### src/rtl/core_cache_fill.sv
// core_cache_fill
// Line-fill engine for the core cache. A miss fetches one whole line with a
// single burst read. Each returned word is written into the data SRAM, and the
// line's {valid, tag} entry is then written into the tag SRAM. A flush clears
// every tag entry by sweeping all indexes. This block is the only driver of the
// cache SRAM write ports.
//
// Ports
//   i_clk, i_rst_n            clock, asynchronous active-low reset
//   i_miss_valid/i_miss_addr  fill request (byte address of the missing word)
//   o_miss_ready              request accepted when valid && ready
//   i_flush                   invalidate-all level, sampled only in IDLE
//   o_mem_*/i_mem_*           burst read master (address, read, burstcount,
//                             waitrequest, readdata, readdatavalid)
//   o_data_*                  data SRAM write port {index, beat}
//   o_tag_*                   tag SRAM write port {valid, tag}
//   o_fill_done/o_flush_done  one-cycle completion pulses
module core_cache_fill #(
  parameter int line_words = 4,
  parameter int index_bits = 6,
  localparam int OB        = $clog2(line_words),
  localparam int TAG_BITS  = 32 - 2 - OB - index_bits
) (
  input  logic                     i_clk,
  input  logic                     i_rst_n,
  input  logic                     i_miss_valid,
  input  logic [31:0]              i_miss_addr,
  output logic                     o_miss_ready,
  input  logic                     i_flush,
  output logic [31:0]              o_mem_address,
  output logic                     o_mem_read,
  output logic [OB:0]              o_mem_burstcount,
  input  logic                     i_mem_waitrequest,
  input  logic [31:0]              i_mem_readdata,
  input  logic                     i_mem_readdatavalid,
  output logic [index_bits+OB-1:0] o_data_wraddress,
  output logic                     o_data_wren,
  output logic [31:0]              o_data_data,
  output logic [index_bits-1:0]    o_tag_wraddress,
  output logic                     o_tag_wren,
  output logic [TAG_BITS:0]        o_tag_data,
  output logic                     o_fill_done,
  output logic                     o_flush_done
);

  typedef enum logic [2:0] {
    IDLE  = 3'd0,
    REQ   = 3'd1,
    RECV  = 3'd2,
    DONE  = 3'd3,
    FLUSH = 3'd4
  } state_t;

  localparam logic [OB-1:0]         BEAT_LAST  = OB'(line_words - 1);
  localparam logic [index_bits-1:0] FLUSH_LAST = '1;

  state_t                    r_state;
  state_t                    w_state_next;
  logic                      w_accept;
  logic [TAG_BITS-1:0]       r_tag;
  logic [index_bits-1:0]     r_index;
  logic [OB-1:0]             r_beat;
  logic [index_bits-1:0]     r_flush_idx;
  logic                      r_data_wren;
  logic [index_bits+OB-1:0]  r_data_wraddress;
  logic [31:0]               r_data_data;

  // Byte-select and word-offset bits do not matter for a whole-line fill.
  logic [OB+1:0] w_unused_addr_bits;
  assign w_unused_addr_bits = i_miss_addr[OB+1:0];

  // Next-state logic. Flush wins over a simultaneous miss in IDLE.
  always_comb begin
    w_state_next = r_state;
    w_accept     = 1'b0;
    case (r_state)
      IDLE: begin
        if (i_flush) begin
          w_state_next = FLUSH;
        end else if (i_miss_valid) begin
          w_state_next = REQ;
          w_accept     = 1'b1;
        end
      end
      REQ:   if (!i_mem_waitrequest) w_state_next = RECV;
      RECV:  if (i_mem_readdatavalid && (r_beat == BEAT_LAST)) w_state_next = DONE;
      DONE:  w_state_next = IDLE;
      FLUSH: if (r_flush_idx == FLUSH_LAST) w_state_next = IDLE;
      default: w_state_next = IDLE;
    endcase
  end

  always_ff @(posedge i_clk or negedge i_rst_n) begin
    if (!i_rst_n) begin
      r_state          <= IDLE;
      r_tag            <= '0;
      r_index          <= '0;
      r_beat           <= '0;
      r_flush_idx      <= '0;
      r_data_wren      <= 1'b0;
      r_data_wraddress <= '0;
      r_data_data      <= '0;
    end else begin
      r_state <= w_state_next;

      if (w_accept) begin
        r_tag   <= i_miss_addr[31 -: TAG_BITS];
        r_index <= i_miss_addr[OB+2 +: index_bits];
      end

      if (r_state == REQ && !i_mem_waitrequest) begin
        r_beat <= '0;
      end else if (r_state == RECV && i_mem_readdatavalid) begin
        r_beat <= r_beat + 1'b1;
      end

      // Sweep counter wraps back to zero naturally after the last index.
      if (r_state == FLUSH) begin
        r_flush_idx <= r_flush_idx + 1'b1;
      end else begin
        r_flush_idx <= '0;
      end

      // Beats are written one cycle after they arrive; beats outside RECV
      // (stray or left over from an abandoned burst) are dropped.
      r_data_wren <= (r_state == RECV) && i_mem_readdatavalid;
      if (r_state == RECV && i_mem_readdatavalid) begin
        r_data_wraddress <= {r_index, r_beat};
        r_data_data      <= i_mem_readdata;
      end
    end
  end

  assign o_miss_ready     = (r_state == IDLE) && !i_flush;
  assign o_mem_read       = (r_state == REQ);
  assign o_mem_address    = (r_state == REQ) ? {r_tag, r_index, {(OB+2){1'b0}}} : 32'd0;
  assign o_mem_burstcount = (OB+1)'(line_words);

  assign o_data_wren      = r_data_wren;
  assign o_data_wraddress = r_data_wraddress;
  assign o_data_data      = r_data_data;

  always_comb begin
    o_tag_wren      = 1'b0;
    o_tag_wraddress = '0;
    o_tag_data      = '0;
    case (r_state)
      DONE: begin
        o_tag_wren      = 1'b1;
        o_tag_wraddress = r_index;
        o_tag_data      = {1'b1, r_tag};
      end
      FLUSH: begin
        o_tag_wren      = 1'b1;
        o_tag_wraddress = r_flush_idx;
      end
      default: ;
    endcase
  end

  assign o_fill_done  = (r_state == DONE);
  assign o_flush_done = (r_state == FLUSH) && (r_flush_idx == FLUSH_LAST);

endmodule

### config.mk
export PLATFORM = sky130hd
export DESIGN_NAME = core_cache_fill
export DESIGN_NICKNAME = d
export VERILOG_FILES = /design/src/rtl/core_cache_fill.sv
export SDC_FILE = /design/constraint.sdc
export NUM_CORES = 1
export LEC_CHECK = 0
export ABC_AREA = 1
export CAP_MARGIN = 20
export CORE_MARGIN = 2
export CORE_UTILIZATION = 37
export CTS_CLUSTER_DIAMETER = 40
export DETAILED_ROUTE_END_ITERATION = 8
export PLACE_DENSITY = 0.81
export SLEW_MARGIN = 0
export SYNTH_ARGS = -nofsm -noshare
export SYNTH_HDL_FRONTEND = slang
export SYNTH_SLANG_ARGS = --single-unit
### constraint.sdc
create_clock -name i_clk -period 1.25 [get_ports i_clk]
set_input_delay 0.1875 -clock i_clk [delete_from_list [all_inputs] [get_ports i_clk]]
set_output_delay 0.1875 -clock i_clk [all_outputs]
set_load 0.1 [all_outputs]
; ---- After elaboration in Yosys (flattened, before gate mapping)
; Index checks and enable logic that the tools add are counted.
[classes]
add_sub_neg = 2
n_eq_ne = 10
n_mux = 16
n_reduce_logical = 11
[op_table]
columns = operator, count
row1 = two-way mux 32 bit, 1
row2 = two-way mux 23 bit, 1
row3 = two-way mux 3 bit, 5
row4 = case mux 3 bit (4 select lines), 1
row5 = case mux 6 bit (2 select lines), 1
row6 = adder 6 x 1 -> 6 bit (second input constant), 1
row7 = equality test 3 x 2 -> 1 bit (second input constant), 2
row8 = equality test 6 bit (second input constant), 1
row9 = two-way mux 6 bit, 1
row10 = != test 2 bit (second input constant), 3
row11 = logical AND 1 bit, 5
row12 = two-way mux 1 bit, 4
row13 = two-way mux 2 bit, 2
row14 = AND reduction 4 bit, 1
row15 = equality test 3 x 1 -> 1 bit (second input constant), 1
row16 = equality test 3 bit (second input constant), 1
row17 = zero test 3 bit, 1
row18 = != test 3 bit (second input constant), 1
row19 = adder 2 x 1 -> 2 bit (second input constant), 1
row20 = equality test 2 bit (second input constant), 1
row21 = zero test 1 bit, 2
row22 = nonzero test 2 bit, 1
row23 = OR reduction 2 bit, 1
[word_totals]
register_bits = 80
input_bits = 70
output_inout_bits = 110

; ---- Logic depth before layout (Yosys ltp)
[depth]
word_depth = 4
ltp_mapped = 8

; ---- Least setup slack after synthesis
; OpenSTA, ideal clock, no wires.
[synth_path]
kind = reg2out
startpoint = reg r_state[0]
endpoint = out o_flush_done
arrival_time_ns = 3.003
t_required_ns = 1.062
slack_ns = -1.941
stages_incl_launch_ff = 4
n_path_buf = 0
path_cell_list = dfrtp_1 nor3_4 inv_1 nor3_1
[synth_between]
elab_chain_cells = 2
[synth_lines]
columns = item, line_no
row1 = "start, declared", 57  ; state_t r_state;
row2 = "start signal, assigned", 104  ; r_state <= w_state_next;
row3 = equality test 3 bit, 162  ; assign o_flush_done = (r_state == FLUSH) && (r_flush_idx == FLUSH_LAST);
row4 = logical AND 1 bit, 162
row5 = "end, declared", 43  ; output logic o_flush_done
; Every way passes these cells.

; ---- Worst setup path after layout
[layout_path]
startpoint = reg r_state[0]
endpoint = out o_tag_wraddress[0]
[layout_between]
elab_chain_cells = 2
[layout_lines]
columns = item, line_no
row1 = equality test 3 bit / equality test 3 x 2 -> 1 bit (equally long branches), 147  ; case (r_state)
row2 = case mux 6 bit (2 select lines) (*), 147
row3 = "end, declared", 39  ; output logic [index_bits-1:0] o_tag_wraddress,
; Every way passes the cells marked *; elsewhere a longest branch is shown, timed or not.

==> reports/metrics.cfg <==
[clock_tree]
cts_tree = built
numCtsBuffers = 9
clkTransAtPathRegs_ps = 110
cts_sinks = 80
worstSkewPairLatency_ps = 380
cts_root_buf = clkbuf_8
clockBufferDepth = 2
h-tree-depth = 3

[timing]
rsz0062_at_grt = yes
max_freq_mhz = 525
finalHoldViolCount = 0
finalWorstSetupSlack_ps = -656
clock_skew_ps = 18.7
setup_viol = 142
slew_viol_final = 0
timing.final.crit_period_ps = 1910
setup_tns_ps = -66830
post-route-period-util_pct = 152

[power_and_ir_drop]
seqPwrFrac_pct = 48.2
powerDensity_nw_per_um2 = 612
ir_drop_uv = 609
clock_power_share_pct = 41.2
p_leak_nw = 3.99
intPower_mw = 4.00
p_comb_share_pct = 10.6
sw_frac_of_total_pct = 27.0
p_sw_mw = 1.48

[grt]
grt_pass1_wl_um = 25200
grt_use_total_pct = 30.3
grt_pass1_vias = 4518
antenna_found_initial = 0
grt_max_degree = 30
overflow = 0

[setup_path]
r2r-start = r_state[0]$_DFFE_PN0P_
critPathCaptureType = output pin
worstPathRequired_ps = 1060
cp_max_fo = 17
path_class = reg -> out
crit_arrival_ps = 1720
timing.rr.end = r_tag[11]$_DFFE_PN0P_
ff2ff_setup_slack_ps = -510
cp-start-kind = register
rr_worst_depth = 10

[routing]
ant_nets = 0
drc = 0
first_pass_iters = 5
wl_per_cell_um = 22.7
drt-vias-per-instance = 5.19
drt-initial-drc-count = 185
vias = 4171
wirelength_um = 18200

[die]
rows = 36
core_area_um2 = 9730
dieArea_um2 = 10800
die_x_um = 104
initial_core_util_pct = 37.8
pin_count = 180
die_height_um = 104

[synth]
yosys_warnings = 0
synth_top_cells_by_count = nand2_1 (118), dfrtp_1 (80), nor2_1 (73)
synth_area_leaders = dfrtp_1 (54%), nand2_1 (12%), nor2_1 (7.5%)
avgSynthCellArea_um2 = 8.57
yosys.area.top_type_share_pct = 54.4
synth_cell_types = 26
synth-seq-area-share_pct = 54.4
synth_seq_cells = 80
synthMostInstantiatedCell = nand2_1
synthArstFlopShare_pct = 100
syn_inst = 429
synth-edff-count = 0
synth_area_um2 = 3680
synthFlopType = dfrtp_1
synth_top_area_cell = dfrtp_1

[status]
status = complete, but fails checks
violations = negative setup slack

[place]
placed_cell_area_um2 = 7350
hpwl_um = 8980
place_inst = 743
pre_cts_ws_ps = -233
portBuffers = 168
place_congestion = 0.785

[min_path]
hold_class = in -> async

[job]
cap_violations = 0

[layout]
antenna_cells = 0
drive_gt1_share_pct = 62.2
nFillCells = 294
final_area_um2 = 8960
layoutNonFillerInstCount = 803
synthToLayoutAreaGrowth_pct = 144
finalNetCount = 737
finalCoreUtilization_pct = 92.1

## power by group through the flow
stage | Combinational [mW] | Clock, mW | Sequential [mW]
detailed placement | 0.507 | 0 | 2.69
CTS | 0.542 | 2.20 | 2.64
global route | 0.613 | 2.39 | 2.64
global placement | 0.493 | 0 | 2.68
finish | 0.582 | 2.26 | 2.64
floorplan | 0.216 | 0 | 2.68
## sequential cells by signal (all words and copies together), names as in the netlist
register,cells
r_flush_idx,6
o_data_wraddress,8
r_index,6
o_data_data,32
o_data_wren,1
r_beat,2
r_tag,22
r_state,3
## worst max-delay path, cell delays in order, from the launching register on
cell	delay, ps
dfrtp_2	470
buf_6	140
nand3_4	120
buf_12	220
o21ai_4	210
buf_12	200
## routing by layer
metal | vias to the layer above | part of all wire [%] | GRT usage [%]
met5 | - | 0 | 0
met2 | 248 | 56 | 58.2
met1 | 2081 | 32 | 31.0
met3 | 64 | 7.3 | 6.92
li1 | 1778 | - | -
met4 | 0 | 4.5 | 13.2
## worst max-delay path by stage
stage                                   from                 end  slack (ps)  cells after the start
floorplan             r_state[2]$_DFFE_PN0P_        o_flush_done        -600                      4
global placement      r_state[0]$_DFFE_PN0P_          o_mem_read        -160                      5
detailed placement  r_flush_idx[0]$_DFF_PN0_        o_flush_done        -230                      6
CTS                   r_state[2]$_DFFE_PN0P_        o_flush_done        -570                      6
global route          r_state[0]$_DFFE_PN0P_  o_tag_wraddress[0]        -690                      5
finish                r_state[0]$_DFFE_PN0P_  o_tag_wraddress[0]        -660                      5
## layout by cell type, fill, tap and decap left out, types with 4 or more instances in the layout
cell	n
nor2_1	4
buf_12	122
buf_4	21
nor2_2	6
nand2_2	46
o21ai_2	8
inv_2	4
buf_16	12
a21oi_4	9
buf_6	19
dfrtp_2	6
clkbuf_8	9
nand3_2	4
nand2_1	58
nor2_4	77
nand3_4	4
conb_1	7
dfrtp_1	74
clkdlybuf4s50_1	64
a21oi_2	23
o21ai_4	4
inv_1	34
nand2_4	15
buf_8	7
o22ai_4	4
## cell families after synthesis
| logic type | Yosys count | share of synthesized area [%] |
|---|---|---|
| simple gates | 221 | 24.9 |
| flops | 80 | 54.4 |
| buf+inv | 70 | 9.42 |
| compound gates | 54 | 10.3 |
| fa+ha+maj | 2 | 0.680 |
| other cells | 2 | 0.204 |
## timing repair
| action | CTS | global route |
|---|---|---|
| cloned | 15 | 2 |
| hold endpoints to repair | 24 | 0 |
| setup buffers | 28 | 16 |
| resized for setup | 147 | 83 |
| pin swaps | 11 | 22 |
| hold buffers | 1 | 0 |
| setup endpoints to repair | 134 | 142 |
## final cells by class
class                           instances  area (um^2)  area share [%]
Inverter                               42          185            2.07
Clock inverter                          6         93.8            1.05
Multi-Input combinational cell        284         2430            27.1
Tap cell                              133          166            1.86
Timing Repair Buffer                  248         3950            44.1
Clock buffer                           10          128            1.42
Sequential cell                        80         2010            22.4
## through the flow
step / total power [mW] / hold slack (ps)
after global placement: 3.18 / 124
after detailed placement: 3.19 / 130
after floorplan: 2.90 / -108
after global routing: 5.65 / 300
after CTS: 5.38 / 291
final: 5.48 / 275
(Power assumes the default switching activity.)
